File: config.mk
export PLATFORM = sky130hd
export DESIGN_NAME = imm_gen_pipe
export DESIGN_NICKNAME = d
export VERILOG_FILES = /design/src/rtl/imm_gen_pipe.sv
export SDC_FILE = /design/constraint.sdc
export NUM_CORES = 1
export LEC_CHECK = 0
export ABC_CLOCK_PERIOD_IN_PS = 4570
export CAP_MARGIN = 25
export CELL_PAD_IN_SITES_DETAIL_PLACEMENT = 0
export CELL_PAD_IN_SITES_GLOBAL_PLACEMENT = 2
export CORE_AREA = 4 4 177 179
export CTS_CLUSTER_SIZE = 25
export DETAILED_ROUTE_END_ITERATION = 7
export DIE_AREA = 0 0 181 183
export PLACE_DENSITY = 0.74
export SETUP_SLACK_MARGIN = 0.4
export SKIP_CTS_REPAIR_TIMING = 1
export SKIP_LAST_GASP = 1
export SYNTH_ARGS = -nofsm -noshare
export SYNTH_HDL_FRONTEND = slang
export SYNTH_SLANG_ARGS = --single-unit
File: constraint.sdc
create_clock -name clk -period 4.57 [get_ports clk]
set_input_delay 0.914 -clock clk [delete_from_list [all_inputs] [get_ports clk]]
set_output_delay 0.914 -clock clk [all_outputs]
set_load 0.02 [all_outputs]
File: src/rtl/imm_gen_pipe.sv
// rtl/imm_gen_pipe.sv - registered RV immediate generator with PC target and 2-entry skid buffer
// One instruction per cycle in, FIFO-ordered immediates out; M drives outputs, K absorbs stalls.
module imm_gen_pipe #(
  parameter int XLEN     = 32,
  parameter bit AUTO_FMT = 1'b0
) (
  input  logic            clk,
  input  logic            reset,
  input  logic            flush,
  input  logic            in_valid,
  output logic            in_ready,
  input  logic [31:0]     instruction,
  input  logic [XLEN-1:0] pc,
  input  logic [3:0]      select,
  output logic            out_valid,
  input  logic            out_ready,
  output logic [XLEN-1:0] out_imm,
  output logic [XLEN-1:0] out_target,
  output logic            out_illegal
);

  localparam logic [2:0] FMT_U  = 3'b000;
  localparam logic [2:0] FMT_J  = 3'b001;
  localparam logic [2:0] FMT_I  = 3'b010;
  localparam logic [2:0] FMT_B  = 3'b011;
  localparam logic [2:0] FMT_S  = 3'b100;
  localparam logic [2:0] FMT_SH = 3'b101;

  logic [6:0]      opcode;
  logic [2:0]      funct3;
  logic [2:0]      fmt;
  logic            fmt_bad;
  logic [XLEN-1:0] fill;
  logic [XLEN-1:0] new_imm;
  logic [XLEN-1:0] new_target;
  logic            new_illegal;

  assign opcode = instruction[6:0];
  assign funct3 = instruction[14:12];

  always_comb begin
    fmt     = select[2:0];
    fmt_bad = 1'b0;
    if (AUTO_FMT) begin
      case (opcode)
        7'b0110111, 7'b0010111: fmt = FMT_U;
        7'b1101111:             fmt = FMT_J;
        7'b1100011:             fmt = FMT_B;
        7'b0100011:             fmt = FMT_S;
        7'b0010011:             fmt = (funct3 == 3'b001 || funct3 == 3'b101) ? FMT_SH : FMT_I;
        7'b0000011, 7'b1100111: fmt = FMT_I;
        default: begin
          fmt     = FMT_I;
          fmt_bad = 1'b1;
        end
      endcase
    end
  end

  // Every format's sign bit is instruction[31], so one fill vector serves them all.
  always_comb begin
    fill        = select[3] ? '0 : {XLEN{instruction[31]}};
    new_imm     = fill;
    new_illegal = fmt_bad;
    case (fmt)
      FMT_U: new_imm[31:0] = {instruction[31:12], 12'b0};
      FMT_J: new_imm[20:0] = {instruction[31], instruction[19:12], instruction[20],
                              instruction[30:21], 1'b0};
      FMT_I: new_imm[11:0] = instruction[31:20];
      FMT_B: new_imm[12:0] = {instruction[31], instruction[7], instruction[30:25],
                              instruction[11:8], 1'b0};
      FMT_S: new_imm[11:0] = {instruction[31:25], instruction[11:7]};
      FMT_SH: begin
        new_imm = '0;
        if (XLEN == 64) new_imm[5:0] = instruction[25:20];
        else            new_imm[4:0] = instruction[24:20];
      end
      default: new_illegal = 1'b1;
    endcase
    if (new_illegal) new_imm = '0;
    new_target = pc + new_imm;
  end

  logic            m_valid, k_valid;
  logic [XLEN-1:0] m_imm, m_target, k_imm, k_target;
  logic            m_illegal, k_illegal;
  logic            accept, drain;
  logic            m_valid_nxt, k_valid_nxt;
  logic            load_m_from_k, load_m_from_in, load_k_from_in;

  assign accept = in_valid & in_ready;
  assign drain  = m_valid & out_ready;

  // K is only ever occupied while M is, so draining M always pulls K forward first.
  always_comb begin
    m_valid_nxt    = m_valid;
    k_valid_nxt    = k_valid;
    load_m_from_k  = 1'b0;
    load_m_from_in = 1'b0;
    load_k_from_in = 1'b0;
    if (!m_valid || drain) begin
      if (k_valid) begin
        load_m_from_k  = 1'b1;
        m_valid_nxt    = 1'b1;
        k_valid_nxt    = accept;
        load_k_from_in = accept;
      end else begin
        m_valid_nxt    = accept;
        load_m_from_in = accept;
      end
    end else if (accept) begin
      k_valid_nxt    = 1'b1;
      load_k_from_in = 1'b1;
    end
  end

  always_ff @(posedge clk) begin
    if (reset) begin
      m_valid   <= 1'b0;
      k_valid   <= 1'b0;
      in_ready  <= 1'b1;
      m_imm     <= '0;
      m_target  <= '0;
      m_illegal <= 1'b0;
      k_imm     <= '0;
      k_target  <= '0;
      k_illegal <= 1'b0;
    end else if (flush) begin
      m_valid  <= 1'b0;
      k_valid  <= 1'b0;
      in_ready <= 1'b1;
    end else begin
      m_valid  <= m_valid_nxt;
      k_valid  <= k_valid_nxt;
      in_ready <= !k_valid_nxt;
      if (load_m_from_k) begin
        m_imm     <= k_imm;
        m_target  <= k_target;
        m_illegal <= k_illegal;
      end else if (load_m_from_in) begin
        m_imm     <= new_imm;
        m_target  <= new_target;
        m_illegal <= new_illegal;
      end
      if (load_k_from_in) begin
        k_imm     <= new_imm;
        k_target  <= new_target;
        k_illegal <= new_illegal;
      end
    end
  end

  assign out_valid   = m_valid;
  assign out_imm     = m_imm;
  assign out_target  = m_target;
  assign out_illegal = m_illegal;

endmodule

== After elaboration in Yosys (flattened, before gate mapping) ==
Cells that the tools add are included.

* Register bits: 133
* Word-level logic and storage cells: 51
* Input port bits: 73
* Memories kept: 0
* Memory bits (writable): 0
* Memory bits (read-only): 0
* Bits in latches: 0
* Output and inout port bits: 67

* Muxes and demuxes: 23
* Bitwise gates (word level): 3
* Reduce and logical (&&, ||, !) cells: 10
* Order comparisons: 0
* Shift operators: 0
* Divide/modulo/power cells: 0
* Eq/ne operators: 5
* $add $sub $neg: 1
* Multiply operators: 0

{| class="wikitable"
|+ Operators by type and width
! cell !! count
|-
| 2-to-1 mux 32 bit || 6
|-
| case mux 12 bit (6 select lines) || 1
|-
| adder 32 bit || 1
|-
| case mux 8 bit (3 select lines) || 1
|-
| case mux 11 bit (2 select lines) || 1
|-
| 2-to-1 mux 1 bit || 13
|-
| equality test 3 x 2 -> 1 bit, second input constant || 2
|-
| equality test 3 bit, second input constant || 2
|-
| OR reduction 6 bit || 1
|-
| AND reduction 2 bit || 2
|-
| OR reduction 2 bit || 2
|-
| equality test 3 x 1 -> 1 bit, second input constant || 1
|-
| zero test 3 bit || 1
|-
| case mux 1 bit (3 select lines) || 1
|-
| AND 1 bit || 2
|-
| zero test 1 bit || 2
|-
| nonzero test 2 bit || 1
|-
| logical OR 1 bit || 1
|-
| inverter 1 bit || 1
|}

== Longest topological paths before layout ==
* Depth in word-level cells: 7
* Depth in mapped cells: 15
* Gate-level depth less buffers: 14

== Worst setup path before layout ==
Ideal clock, no wire load.

* Path type: input -> register
* Start point: input select[0]
* End point: register m_target[30], in the netlist out_target[30]
* Data required time: 4.499 ns
* Stages: 15
* Library setup time: 0.071 ns
* Path buffers: 2
* Data arrival time: 3.922 ns
* Slack: 0.577 ns
* Cell sequence: clkbuf_1 -> buf_1 -> mux2i_1 -> o22ai_1 -> ha_1 -> inv_1 -> fa_1 -> nor2b_1 -> o31a_1 -> o21a_1 -> o21bai_1 -> o21bai_1 -> o31a_1 -> mux2_1 -> a21oi_1

* Elaborated cells on any way between the ends: 16
* Classes of those cells: 1 x add/sub; 5 x eq/ne; 7 x mux; 3 x reduce/logical

{| class="wikitable"
|+ RTL lines
! item !! RTL line !! RTL
|-
| from (decl) || 14 || <nowiki>input logic [3:0] select,</nowiki>
|-
| equality test 3 bit, or another cell as far along || 65 || <nowiki>case (fmt)</nowiki>
|-
| case mux 12 bit (6 select lines) / OR reduction 6 bit (equally long branches) || - ||
|-
| 2-to-1 mux 32 bit (*) || 80 || <nowiki>if (new_illegal) new_imm = '0;</nowiki>
|-
| via new_imm[0] || 34 || <nowiki>logic [XLEN-1:0] new_imm;</nowiki>
|-
| adder 32 bit (*) || 81 || <nowiki>new_target = pc + new_imm;</nowiki>
|-
| 2-to-1 mux 32 bit (*) || 140 || <nowiki>end else if (load_m_from_in) begin</nowiki>
|-
| 2-to-1 mux 32 bit (*) || 136 || <nowiki>if (load_m_from_k) begin</nowiki>
|-
| to (signal assigned) || 138 || <nowiki>m_target <= k_target;</nowiki>
|-
| to (signal assigned) || 142 || <nowiki>m_target <= new_target;</nowiki>
|-
| to (decl) || 85 || <nowiki>logic [XLEN-1:0] m_imm, m_target, k_imm, k_target;</nowiki>
|}

Mark *: on every way through the listed nets, which the timed path passes. The rest lies on a longest branch. The select of a mux whose other input is x is not followed.
A chain may end at the register's enable or synchronous reset.

== Worst setup path after layout ==
* Start point: input select[2]
* End point: register m_target[22], in the netlist out_target[22]

Same word-level chain as after synthesis.

==> flow_metrics.tcl <==
set metrics [dict create \
    crit_family "compound AO/OA/AOI/OAI gates" \
    path_cells "clkdlybuf4s50_1 > inv_1 > nor2_2 > buf_4 > a22oi_1 > o22a_1 > inv_1 > ha_1 > nor2b_1 > o31a_1 > o21a_1 > o21bai_2 > o21bai_1 > buf_4 > a31oi_1 > xor2_1 > o21ai_0" \
    setup_viol 0 \
    gp_congestion 0.833 \
    fin_worst_skew_ns 0.00577 \
    final_cell_mix "nand2_1, dfxtp_1, clkdlybuf4s50_1" \
    yosys-top-cells-area "dfxtp_1, a21oi_1, nand2_1, ha_1, nor2_1" \
    netlist_area_um2 7310 \
    place_inst 1475 \
    p_clk_frac 0.429 \
    worst_path_max_delay_cell "clkdlybuf4s50_1" \
    max_stage_delay_ns 0.48 \
    p_seq_frac 0.356 \
    fmax_ghz 0.251 \
    path_max_fanout 4 \
    vias 7338 \
    cts.sinks 133 \
    fillers 3204 \
    power.total_w 0.00344 \
    crit_path_end_kind "register" \
    grt_max_degree 68 \
    cts_buffers 17 \
    cts_max_path_buffers 2 \
    drv_cap 0 \
    comb_power_share 0.215 \
    die_w_um 181 \
    synth_top_area_share 0.364 \
    critPathKind "input port to register" \
    power_density_nw_per_um2 341 \
    syn-num-nets 1058 \
    port_buffers 132 \
    area_growth_pct 38.0 \
    rsz0062_at_grt "false" \
    final_cells 1507 \
    antenna_found_initial 0 \
    synth_top_area_cell "dfxtp_1" \
    synth_cells 953 \
    ant_nets 0 \
    dr.pass1.iters 4 \
    ir_drop_uv 224 \
    diodes 0 \
    async_reset_ff_frac 0 \
    ys.flop_type "dfxtp_1" \
    required_ns 4.87 \
    drive_gt1_frac 0.112 \
    fin_crit_sh 0.871 \
    vias_per_cell 4.87 \
    ys_ff_latch 133 \
    wl_per_cell_um 17.5 \
    clockRootBuffer "clkbuf_16" \
    min_path_type "register to register" \
    fp.coreArea_um2 29600 \
    netSwitchingPower_w 0.000982 \
    drt_wl_total_mm 26.4 \
    swShare 0.286 \
    outcome "completed" \
    synth_seq_area_share 0.364 \
    tns_ns 0 \
    ioPinCount 140 \
    maxSlewViolCount 0 \
    mostFrequentLayoutCell "nand2_1" \
    leakage_nw 3.88 \
    drc 0 \
    grt_usage 0.156 \
    syn_area_per_cell_um2 7.68 \
    cp_num_buf_inv 5 \
    num_rows 63 \
    dp_hpwl_mm 19.1 \
    dieArea_um2 33100 \
    die_y_um 183 \
    startpoint_type "input port" \
    yosysWarningCount 0 \
    post-route-min-period_ns 3.98 \
    ctsHtreeMaxLevel 4 \
    cts_tree "built" \
    fin_util 0.342 \
    layout_setup_ws_ns 0.587 \
    first_iter_violations 465 \
    max_slew_margin 0.374 \
    clock_latency_ns 0.42 \
    arrival_ns 4.28 \
    initial_utilization 0.247 \
    grt_overflow_total 0 \
    tightest_slew_ns 0.936 \
    grt_pass1_wl_mm 40.9 \
    grt_pass1_vias 7105 \
    post-place-ws_ns -0.0968 \
    intPower_w 0.00246 \
    hold_viol_final 0 \
    synth_cell_types 60 \
    synth_edf_count 0 \
    nets 1209 \
    cts.clk_slew.worst_paths_ns 0.06 \
]
final timing paths:
path / from / end / slack (ns) / depth (start not counted)
max: select[2] / out_target[22] / 0.59 / 17
max reg2reg: k_valid / out_imm[5] / 2.08 / 7
min: out_target[13] / out_target[13] / 0.44 / 2
min reg2reg: out_target[13] / out_target[13] / 0.44 / 2
cell type report:
cell class	count	area (um2)	area share
multi-input combinational	730	4370	0.432
sequential	133	2660	0.264
timing repair buffer	200	1870	0.186
tap	390	488	0.0483
clock buffer	19	443	0.0439
clock inverter	13	180	0.0178
inverter	22	82.6	0.00818
tightest hold or removal path, delay by kind of cell, from the launching register on:
kind             cells  cell delay (ns)
and+or+nand+nor      2             0.09
DFF                  1             0.31
Yosys cell counts, types with 6 or more instances:
cell type / n
a211oi_1: 12
a21o_1: 18
a21oi_1: 122
a31oi_1: 8
and2_1: 10
and3_1: 6
clkbuf_1: 66
dfxtp_1: 133
ha_1: 31
inv_1: 22
mux2i_1: 6
nand2_1: 144
nand2b_1: 10
nand3_1: 11
nand3b_1: 6
nand4_1: 8
nor2_1: 94
nor3_1: 30
o211ai_1: 7
o21a_1: 9
o21ai_0: 53
o21bai_1: 8
o221ai_1: 37
o22ai_1: 9
or3_1: 6
xnor2_1: 13
xor2_1: 12
layer usage:
metal  up-vias  track usage  share of wire
met4         0       0.0399          0.016
met1      3415        0.228           0.51
li1       3730            -              -
met5         -            0              0
met2       168        0.235           0.43
met3        25       0.0311          0.042
through the flow:
step | area (um2) | hold WS (ns)
after global routing | 10100 | 0.464
after CTS | 10000 | 0.446
after detailed placement | 9430 | 0.437
final | 10100 | 0.439
after floorplan | 7310 | 0.433
after global placement | 9430 | 0.434
sequential cells by signal (all words and copies together) (netlist names):
signal       cells
out_valid        1
k_imm           32
out_target      32
out_illegal      1
k_valid          1
k_illegal        1
out_imm         32
in_ready         1
k_target        32
power groups by stage:
stage	Combinational (W)	Clock, W	Sequential [W]
after floorplan	0.000376	0	0.00128
after global placement	0.000736	0	0.00125
after detailed placement	0.000737	0	0.00125
after CTS	0.000740	0.00151	0.00122
after global routing	0.000813	0.00157	0.00123
final	0.000740	0.00148	0.00122
logic make-up after synthesis:
kind of cell / share of synthesized area
muxes: 0.00975
adders and majority gates: 0.0571
xor gates and xnor gates: 0.0299
AOI/OAI and AO/OA: 0.291
and+or+nand+nor: 0.201
DFF: 0.364
buffers and inverters: 0.0472
(Power assumes the default switching activity.)
